<file path="config.mk">
export PLATFORM = sky130hd
export DESIGN_NAME = csr_stream_host
export DESIGN_NICKNAME = d
export VERILOG_FILES = /design/src/rtl/csr_stream_host.sv
export SDC_FILE = /design/constraint.sdc
export NUM_CORES = 1
export LEC_CHECK = 0
export ABC_AREA = 1
export CAP_MARGIN = 20
export CORE_UTILIZATION = 30
export CTS_CLUSTER_SIZE = 16
export DETAILED_ROUTE_END_ITERATION = 10
export RECOVER_POWER = 25
export SLEW_MARGIN = 5
export SYNTH_ARGS = -nofsm -noshare
export SYNTH_HDL_FRONTEND = slang
export SYNTH_SLANG_ARGS = --single-unit
</file>
<file path="constraint.sdc">
create_clock -name clk -period 3 [get_ports clk]
set_clock_uncertainty 0.15 [all_clocks]
set_input_delay 0.3 -clock clk [delete_from_list [all_inputs] [get_ports clk]]
set_output_delay 0.3 -clock clk [all_outputs]
set_load 0.02 [all_outputs]
</file>
<file path="src/rtl/csr_stream_host.sv">
// csr_stream_host
//   Host-side transmitter for the sparse MVM accelerator's CPU load port.
//   Holds a CSR entry table plus a 3-bit spike train. On go it streams the
//   table entries, sends done_list and then the train. It then decodes the
//   accelerator's toggle-signalled result stream into res0..res2.
// Ports
//   clk, rst_n               clock, asynchronous active-low reset
//   cfg_we/addr/row/col/val  table write port (honoured only while idle)
//   nnz_count, train_in, go  launch controls (sampled on accepted go)
//   busy, done, error        run status (done/error are one-cycle pulses)
//   res0..res2               captured row results
//   acc_*                    accelerator load/result handshake
module csr_stream_host #(
    parameter int MAX_NNZ = 9,
    parameter int TIMEOUT = 255,
    parameter int TW      = 8
) (
    input  logic       clk,
    input  logic       rst_n,
    input  logic       cfg_we,
    input  logic [3:0] cfg_addr,
    input  logic [1:0] cfg_row,
    input  logic [1:0] cfg_col,
    input  logic [7:0] cfg_val,
    input  logic [3:0] nnz_count,
    input  logic [2:0] train_in,
    input  logic       go,
    output logic       busy,
    output logic       done,
    output logic       error,
    output logic [7:0] res0,
    output logic [7:0] res1,
    output logic [7:0] res2,
    output logic       acc_start,
    output logic [1:0] acc_row_val,
    output logic [1:0] acc_column_val,
    output logic [7:0] acc_value,
    output logic       acc_sending_cpu,
    output logic       acc_done_list,
    input  logic       acc_fetch_ready,
    input  logic [7:0] acc_output_val,
    input  logic       acc_sending_out
);

    localparam logic [3:0] S_IDLE     = 4'd0;
    localparam logic [3:0] S_START    = 4'd1;
    localparam logic [3:0] S_WAIT_RDY = 4'd2;
    localparam logic [3:0] S_SEND     = 4'd3;
    localparam logic [3:0] S_GAP      = 4'd4;
    localparam logic [3:0] S_WAIT_DL  = 4'd5;
    localparam logic [3:0] S_GAP2     = 4'd6;
    localparam logic [3:0] S_WAIT_TRN = 4'd7;
    localparam logic [3:0] S_SEND_TRN = 4'd8;
    localparam logic [3:0] S_COLLECT  = 4'd9;

    localparam logic [3:0]    NNZ_MAX = 4'(MAX_NNZ);
    localparam logic [TW-1:0] TMO_LIM = TW'(TIMEOUT);

    // Table storage is intentionally not reset.
    logic [1:0] tbl_row_q [MAX_NNZ];
    logic [1:0] tbl_col_q [MAX_NNZ];
    logic [7:0] tbl_val_q [MAX_NNZ];

    logic [3:0]      state_q, state_d;
    logic [3:0]      idx_q, idx_d;
    logic [3:0]      nnz_q, nnz_d;
    logic [2:0]      train_q, train_d;
    logic [TW-1:0]   tmo_q, tmo_d;
    logic [1:0]      cnt_q, cnt_d;
    logic            hdr_q, hdr_d;
    logic            hist_q;
    logic            done_q, done_d;
    logic            err_q, err_d;
    logic [7:0]      cap0_q, cap0_d, cap1_q, cap1_d;
    logic [2:0][7:0] res_q, res_d;
    logic            tmo_inc;
    logic            toggle;

    assign toggle = acc_sending_out ^ hist_q;

    always_ff @(posedge clk) begin
        if (cfg_we && state_q == S_IDLE && cfg_addr < NNZ_MAX) begin
            tbl_row_q[cfg_addr] <= cfg_row;
            tbl_col_q[cfg_addr] <= cfg_col;
            tbl_val_q[cfg_addr] <= cfg_val;
        end
    end

    always_comb begin
        state_d = state_q;
        idx_d   = idx_q;
        nnz_d   = nnz_q;
        train_d = train_q;
        cnt_d   = cnt_q;
        hdr_d   = hdr_q;
        cap0_d  = cap0_q;
        cap1_d  = cap1_q;
        res_d   = res_q;
        done_d  = 1'b0;
        err_d   = 1'b0;
        tmo_inc = 1'b0;
        case (state_q)
            S_IDLE: if (go) begin
                train_d = train_in;
                nnz_d   = (nnz_count > NNZ_MAX) ? NNZ_MAX : nnz_count;
                idx_d   = 4'd0;
                state_d = S_START;
            end
            S_START:    state_d = (nnz_q != 4'd0) ? S_WAIT_RDY : S_WAIT_DL;
            S_WAIT_RDY: if (acc_fetch_ready) state_d = S_SEND; else tmo_inc = 1'b1;
            S_SEND: begin
                idx_d   = idx_q + 4'd1;
                state_d = S_GAP;
            end
            // GAP covers the accelerator's ready-low cycle after each strobe.
            S_GAP:      state_d = (idx_q < nnz_q) ? S_WAIT_RDY : S_WAIT_DL;
            S_WAIT_DL:  if (acc_fetch_ready) state_d = S_GAP2; else tmo_inc = 1'b1;
            S_GAP2:     state_d = S_WAIT_TRN;
            S_WAIT_TRN: if (acc_fetch_ready) state_d = S_SEND_TRN; else tmo_inc = 1'b1;
            S_SEND_TRN: begin
                cnt_d   = 2'd0;
                hdr_d   = 1'b0;
                state_d = S_COLLECT;
            end
            S_COLLECT: begin
                tmo_inc = 1'b1;
                if (toggle) begin
                    if (!hdr_q) begin
                        hdr_d = 1'b1;  // header toggle carries no data
                    end else begin
                        cnt_d = cnt_q + 2'd1;
                        case (cnt_q)
                            2'd0:    cap0_d = acc_output_val;
                            2'd1:    cap1_d = acc_output_val;
                            default: begin
                                // Results commit together so an abort leaves res untouched.
                                res_d   = {acc_output_val, cap1_q, cap0_q};
                                done_d  = 1'b1;
                                tmo_inc = 1'b0;
                                state_d = S_IDLE;
                            end
                        endcase
                    end
                end
            end
            default: state_d = S_IDLE;
        endcase

        if (tmo_inc && (tmo_q + 1'b1) == TMO_LIM) begin
            err_d   = 1'b1;
            state_d = S_IDLE;
        end

        if (state_d != state_q) tmo_d = '0;
        else if (tmo_inc)       tmo_d = tmo_q + 1'b1;
        else                    tmo_d = tmo_q;
    end

    always_ff @(posedge clk or negedge rst_n) begin
        if (!rst_n) begin
            state_q <= S_IDLE;
            idx_q   <= '0;
            nnz_q   <= '0;
            train_q <= '0;
            tmo_q   <= '0;
            cnt_q   <= '0;
            hdr_q   <= 1'b0;
            hist_q  <= 1'b1;  // accelerator idles with sending_out high
            done_q  <= 1'b0;
            err_q   <= 1'b0;
            cap0_q  <= '0;
            cap1_q  <= '0;
            res_q   <= '0;
        end else begin
            state_q <= state_d;
            idx_q   <= idx_d;
            nnz_q   <= nnz_d;
            train_q <= train_d;
            tmo_q   <= tmo_d;
            cnt_q   <= cnt_d;
            hdr_q   <= hdr_d;
            hist_q  <= acc_sending_out;
            done_q  <= done_d;
            err_q   <= err_d;
            cap0_q  <= cap0_d;
            cap1_q  <= cap1_d;
            res_q   <= res_d;
        end
    end

    assign busy            = (state_q != S_IDLE);
    assign done            = done_q;
    assign error           = err_q;
    assign res0            = res_q[0];
    assign res1            = res_q[1];
    assign res2            = res_q[2];
    assign acc_start       = (state_q == S_START);
    assign acc_sending_cpu = (state_q == S_SEND) || (state_q == S_SEND_TRN);
    assign acc_done_list   = (state_q == S_WAIT_DL) && acc_fetch_ready;

    // Data lines stay at zero unless a send strobe is up.
    always_comb begin
        acc_row_val    = 2'd0;
        acc_column_val = 2'd0;
        acc_value      = 8'd0;
        if (state_q == S_SEND) begin
            acc_row_val    = tbl_row_q[idx_q];
            acc_column_val = tbl_col_q[idx_q];
            acc_value      = tbl_val_q[idx_q];
        end else if (state_q == S_SEND_TRN) begin
            acc_value = {5'd0, train_q};
        end
    end

endmodule

</file>
==> flow_summary.ini, run 1 <==
[outcome]
status = finished clean

[min_path]
holdPathStages = 3
hold_path_end = train_q[2]
hp-start = train_in[2]
min_path_type = in -> reg

[drt]
drt_wl_total_mm = 17.5
ant_nets = 0
drc_errors = 0
vias = 5457
drtIter0Drc = 482
wl_per_cell_um = 15.0
drt-pass1-iter-count = 5
viasPerCell = 4.66

[cts]
clk_latency_ps = 420
clock_sinks = 177
cts-root-buf = clkbuf_16
cts_setup_buffers = 0
cts_tree = built
cts-htree-levels = 4
numCtsBuffers = 17
cts_max_path_buffers = 2
clk_pin_slew_ps = 70

[floorplanning]
fp.dieH_um = 161
die_x_um = 161
fp-row-count = 57
core_area_sq_um = 24600
initial_core_util_pct = 30.9
die-area_sq_um = 26000
io_pins = 79

[pwr]
netSwitchingFraction_pct = 35.0
power_density_nw_per_um2 = 753
pwr-share-comb_pct = 30.0
leakage_uw = 0.00396
p_sw_uw = 2500
internal_power_uw = 4640
vdd_drop_max_mv = 0.467
seq_power_share_pct = 40.6
p_clk_share_pct = 29.4

[layout]
n_antenna_cell = 0
nets = 878
drive_above_1_share_pct = 11.9
layout_common_cells = nand2_1, edfxtp_1, o21ai_0
syn2layout_area_growth_pct = 24.9
final_common_cell = nand2_1
design_area_sq_um = 9490

[placed_design]
gp_routability_congestion = 0.846
pre_cts_slack_ps = 448
place_hpwl_mm = 11.5
post_dp_cell_area_sq_um = 8890
io_buffers = 78

[global_routing]
grt_max_degree = 33
grt_usage_pct = 14.1
grt_overflow = 0
grt_pass1_wl_mm = 28.2
antenna_found_initial = 1
grt_pass1_vias = 5412

[logic_synthesis]
synth.largest_area_cell = edfxtp_1
synthCells = 738
synth_top_family_by_area = simple AND/OR/NAND/NOR gates
synth_compound_area_share_pct = 10.5
ys_top_cells_by_area = edfxtp_1, dfrtp_1, nand2_1
syn-cell-area_sq_um = 7590
ys_warn_count = 0
ys_seq_elements = 177
yosys.area_share.simple_pct = 17.2
synthDistinctLibCells = 37
synth_fp_nets = 783
synth-seq-area-share_pct = 65.5
synth_fa_ha_area_share_pct = 1.32
synth_top_area_share_pct = 42.7
avgSynthCellArea_sq_um = 10.3
synthXorXnorAreaFrac_pct = 0.231
synthMuxAreaShare_pct = 0

[setup_path]
timing.rr.start = state_q[0]
rrSetupSlack_ps = 790
cp-end-kind = primary output
reg2reg_to = tbl_val_q[7][3]
start_kind = flop
cp.required_ps = 2550
cp_max_fo = 15
r2r_cells = 8
critPathArrivalTime_ps = 2410
crit_type = reg -> out

[timing]
fmax_ghz = 0.349
setup_ws_ps = 135
drv_slew = 0
setup_violations = 0
maxSlewHeadroom_pct = 52.6
finalCritPeriodShare_pct = 95.5
finalCriticalPeriod_ps = 2860
hold_violations = 0
worstMarginPinSlew_ps = 711

[flow_run]
maxCapViolations = 0
==> state kept, by name, indices dropped and copies added (netlist names), 2 cells and up <==
signal / count
res0: 8
tmo_q: 8
res1: 8
state_q: 4
cap1_q: 8
nnz_q: 4
tbl_col_q: 18
tbl_row_q: 18
train_q: 3
tbl_val_q: 72
cnt_q: 2
res2: 8
cap0_q: 8
idx_q: 4
==> synth_stat cells (all sizes together) <==
| cell type | number |
|---|---|
| a21oi | 11 |
| edfxtp | 108 |
| xnor2 | 1 |
| o211ai | 10 |
| dfrtp | 68 |
| a22oi | 1 |
| nor3 | 8 |
| and3 | 1 |
| o21bai | 2 |
| nand3 | 35 |
| o21ai | 91 |
| o31ai | 1 |
| inv | 76 |
| buf | 3 |
| ha | 8 |
| nand3b | 1 |
| a21boi | 1 |
| nor2 | 80 |
| o22ai | 26 |
| dfstp | 1 |
| o221ai | 1 |
| nand2 | 171 |
| nand4 | 4 |
| nor4 | 1 |
| xor2 | 1 |
| nor4b | 1 |
| clkbuf | 26 |
==> area by class of cell <==
type	instances	area (sq um)
flip-flops and latches	177	4970
repair buffers	105	1010
inverters	76	288
clock inverters	14	116
multi-input cells	456	2260
clock buffers	18	439
fillers	2431	15100
well taps	324	405
==> timing repair <==
item	4_1_cts	5_1_grt
endpoints found under the hold margin	28	0
setup endpoints to repair	1	11
hold buffers	1	0
cloned	0	0
gates resized for setup	2	10
==> through the flow <==
| step | total power [uW] | hold WS, ps | instances | util (%) | TNS, ps |
|---|---|---|---|---|---|
| 3_3_place_gp | 5070 | 243 | 1137 | 36.1 | 0 |
| 2_1_floorplan | 4350 | -146 | 738 | - | 0 |
| 6_report | 7150 | 313 | 1170 | 38.6 | 0 |
| 4_1_cts | 7200 | 190 | 1170 | 38.4 | 0 |
| 3_5_place_dp | 5090 | 252 | 1137 | 36.1 | 0 |
| 5_1_grt | 7580 | 313 | 1170 | 38.6 | -16.1 |
==> kinds of logic after synthesis <==
group	Yosys count
fa+ha+maj	8
simple gates	302
flops	177
compound gates	144
buf+inv	105
xor+xnor	2
==> worst max path at each step <==
stage,slack (ps),start,to,depth (start not counted)
2_1_floorplan,390,state_q[0],tbl_col_q[8][0],6
3_3_place_gp,440,idx_q[0],acc_value[1],9
3_5_place_dp,450,idx_q[1],acc_value[1],9
4_1_cts,1,idx_q[1],acc_row_val[1],8
5_1_grt,-20,idx_q[1],acc_value[2],7
6_report,140,idx_q[1],acc_value[2],7
==> power groups by stage <==
stage	clock, uW	sequential, uW	combinational [uW]
after floorplan	0	2910	1440
after global placement	0	2950	2120
after detailed placement	0	2950	2140
after CTS	2140	2900	2160
after global routing	2240	2930	2400
final	2100	2900	2140
==> layer usage <==
layer	GRT usage, %	part of all wire [%]	vias up
met5	0	0.074	-
met3	2.93	4.6	15
met2	23.3	47	147
met1	18.6	47	2602
li1	-	-	2691
met4	4.20	0.92	2
==> worst max-delay path: stages, from the launching register on <==
cell and delay, ps:
dfrtp_2 490, inv_1 100, buf_4 190, o21ai_0 100, o221ai_1 140, o211ai_1 120
a21oi_1 200, clkdlybuf4s50_1 640
(Power assumes the default switching activity.)
==> run 2: changes to the inputs <==
PLACE_DENSITY = 0.51   (was unset)
==> flow_summary.ini, run 2 (same netlist as run 1, synthesis figures left out) <==
[layout]
multiInputGateArea_sq_um = 2260
n_antenna_cell = 0
syn2layout_area_growth_pct = 25.4
post-route-util_pct = 38.7
num-fill-cells = 2462
register_area_sq_um = 4970
regMostFlops = tbl_val_q
layout_common_cells = nand2_1, edfxtp_1, o21ai_0
largest_reg_flops = 72
nets = 873
drive_above_1_share_pct = 11.1
final_common_cell = nand2_1
top_regs = tbl_val_q: 72 flops, tbl_col_q: 18 flops, tbl_row_q: 18 flops

[timing]
drv_slew = 0
rsz0062_at_grt = false
maxSlewHeadroom_pct = 18.7
tns_ps = 0
setup_violations = 0
finalCriticalPeriod_ps = 2860
hold_slack_ps = 282
finalCritPeriodShare_pct = 95.4
fmax_ghz = 0.350
worstMarginPinSlew_ps = 1220
hold_violations = 0

[pwr]
netSwitchingFraction_pct = 35.8
internal_power_uw = 4650
p_total_uw = 7250
seq_power_share_pct = 40.0
pwr-share-comb_pct = 28.7
p_sw_uw = 2590
p_clk_share_pct = 31.3
vdd_drop_max_mv = 0.345
power_density_nw_per_um2 = 761
leakage_uw = 0.00398

[placed_design]
io_buffers = 78
place_hpwl_mm = 11.6
gp_routability_congestion = 0.762

[drt]
drt_wl_total_mm = 18.0
viasPerCell = 4.61
drtIter0Drc = 255
wl_per_cell_um = 15.5
drc_errors = 0
ant_nets = 0
drt-pass1-iter-count = 5
vias = 5374

[min_path]
holdPathStages = 3
min_path_type = in -> reg
hold_path_end = train_q[2]
hp-start = train_in[2]

[outcome]
status = finished clean

[cts]
cts-root-buf = clkbuf_16
clk_latency_ps = 420
cts_tree = built
cts-htree-levels = 4
cts_setup_buffers = 0
numCtsBuffers = 17
clk_pin_slew_ps = 80
clock_sinks = 177
cts_max_path_buffers = 2

[setup_path]
crit_type = reg -> out
rrSetupSlack_ps = 790
timing.rr.start = idx_q[1]
critPathArrivalTime_ps = 2410
start_kind = flop
cp.required_ps = 2550
reg2reg_to = tmo_q[0]
r2r_cells = 12
cp-end-kind = primary output
cp_max_fo = 39

[floorplanning]
io_pins = 79
core_area_sq_um = 24600
initial_core_util_pct = 30.9
die_x_um = 161
fp.dieH_um = 161
fp-row-count = 57
die-area_sq_um = 26000

[global_routing]
grt_usage_pct = 14.6
grt_overflow = 0
grt_max_degree = 40
grt_pass1_vias = 5264
antenna_found_initial = 1
grt_pass1_wl_mm = 29.1

[flow_run]
maxCapViolations = 0
[run 2: cell count changes in the layout (fill, tap and decap cells not counted), moves of 2 or more]
| cell | delta |
|---|---|
| buf_4 | -5 |
| inv_6 | -7 |
| clkinv_8 | +4 |
| dfrtp_1 | +2 |
| clkinv_2 | -3 |
| inv_8 | +2 |
| dfrtp_2 | -2 |
| inv_12 | +3 |
| inv_4 | +2 |
| clkinv_4 | +2 |
| inv_2 | -2 |
[run 2: area by class of cell]
| class | instances | share of cell area (%) |
|---|---|---|
| Timing Repair Buffer | 100 | 10.3 |
| Multi-Input combinational cell | 456 | 23.7 |
| Clock buffer | 17 | 4.47 |
| Tap cell | 324 | 4.26 |
| Sequential cell | 177 | 52.2 |
| Inverter | 76 | 3.07 |
| Clock inverter | 15 | 2.04 |
[run 2: worst max path at each step]
stage                          start  slack, ps         endpoint  cells past startpoint
after floorplan           state_q[0]        390  tbl_col_q[8][0]                      6
after global placement    state_q[3]        390     acc_value[2]                      6
after detailed placement  state_q[3]        400     acc_value[2]                      6
after CTS                   idx_q[0]         20   acc_row_val[1]                      9
after global routing        idx_q[0]          2     acc_value[6]                      9
final                       idx_q[0]        140     acc_value[6]                      9
[run 2: metal layers]
metal,global-route usage [%],part of all wire (%)
met5,0,0.055
met4,4.25,1.4
met2,23.5,47
met3,3.00,4.1
met1,19.9,48
[run 2: power by group through the flow]
stage	Sequential (uW)	Combinational (uW)	Clock [uW]
finish	2900	2080	2270
CTS	2900	2120	2320
floorplan	2910	1440	0
detailed placement	2950	2110	0
global route	2930	2370	2420
global placement	2950	2100	0
[run 2: repair_timing]
action,in CTS,in global routing
hold endpoints to repair,21,0
endpoints found under the setup margin,2,11
gates cloned,0,0
pin swaps,0,0
gates resized for setup,2,10
hold buffers,1,0
[run 2: critical path, stage by stage, from the launching register on]
cell,delay (ps)
dfrtp_1,430
inv_4,160
buf_12,210
o21ai_0,110
o22ai_1,150
nand2_1,80
nand3_1,80
o211ai_1,90
inv_1,70
clkdlybuf4s50_1,600
[run 2: through the flow]
step / instances / instance area (sq um) / setup WS (ps)
after floorplan: 738 / 7590 / 386
after global placement: 1132 / 8870 / 385
after detailed placement: 1132 / 8870 / 399
after global routing: 1165 / 9520 / 1.76
final: 1165 / 9520 / 139
after CTS: 1165 / 9500 / 17.6
==> run 3: changes to the inputs <==
HOLD_SLACK_MARGIN = 0.12   (was unset)
==> results of run 3 <==
Same layout as run 2: the final DEF is identical, and so are final timing and power.
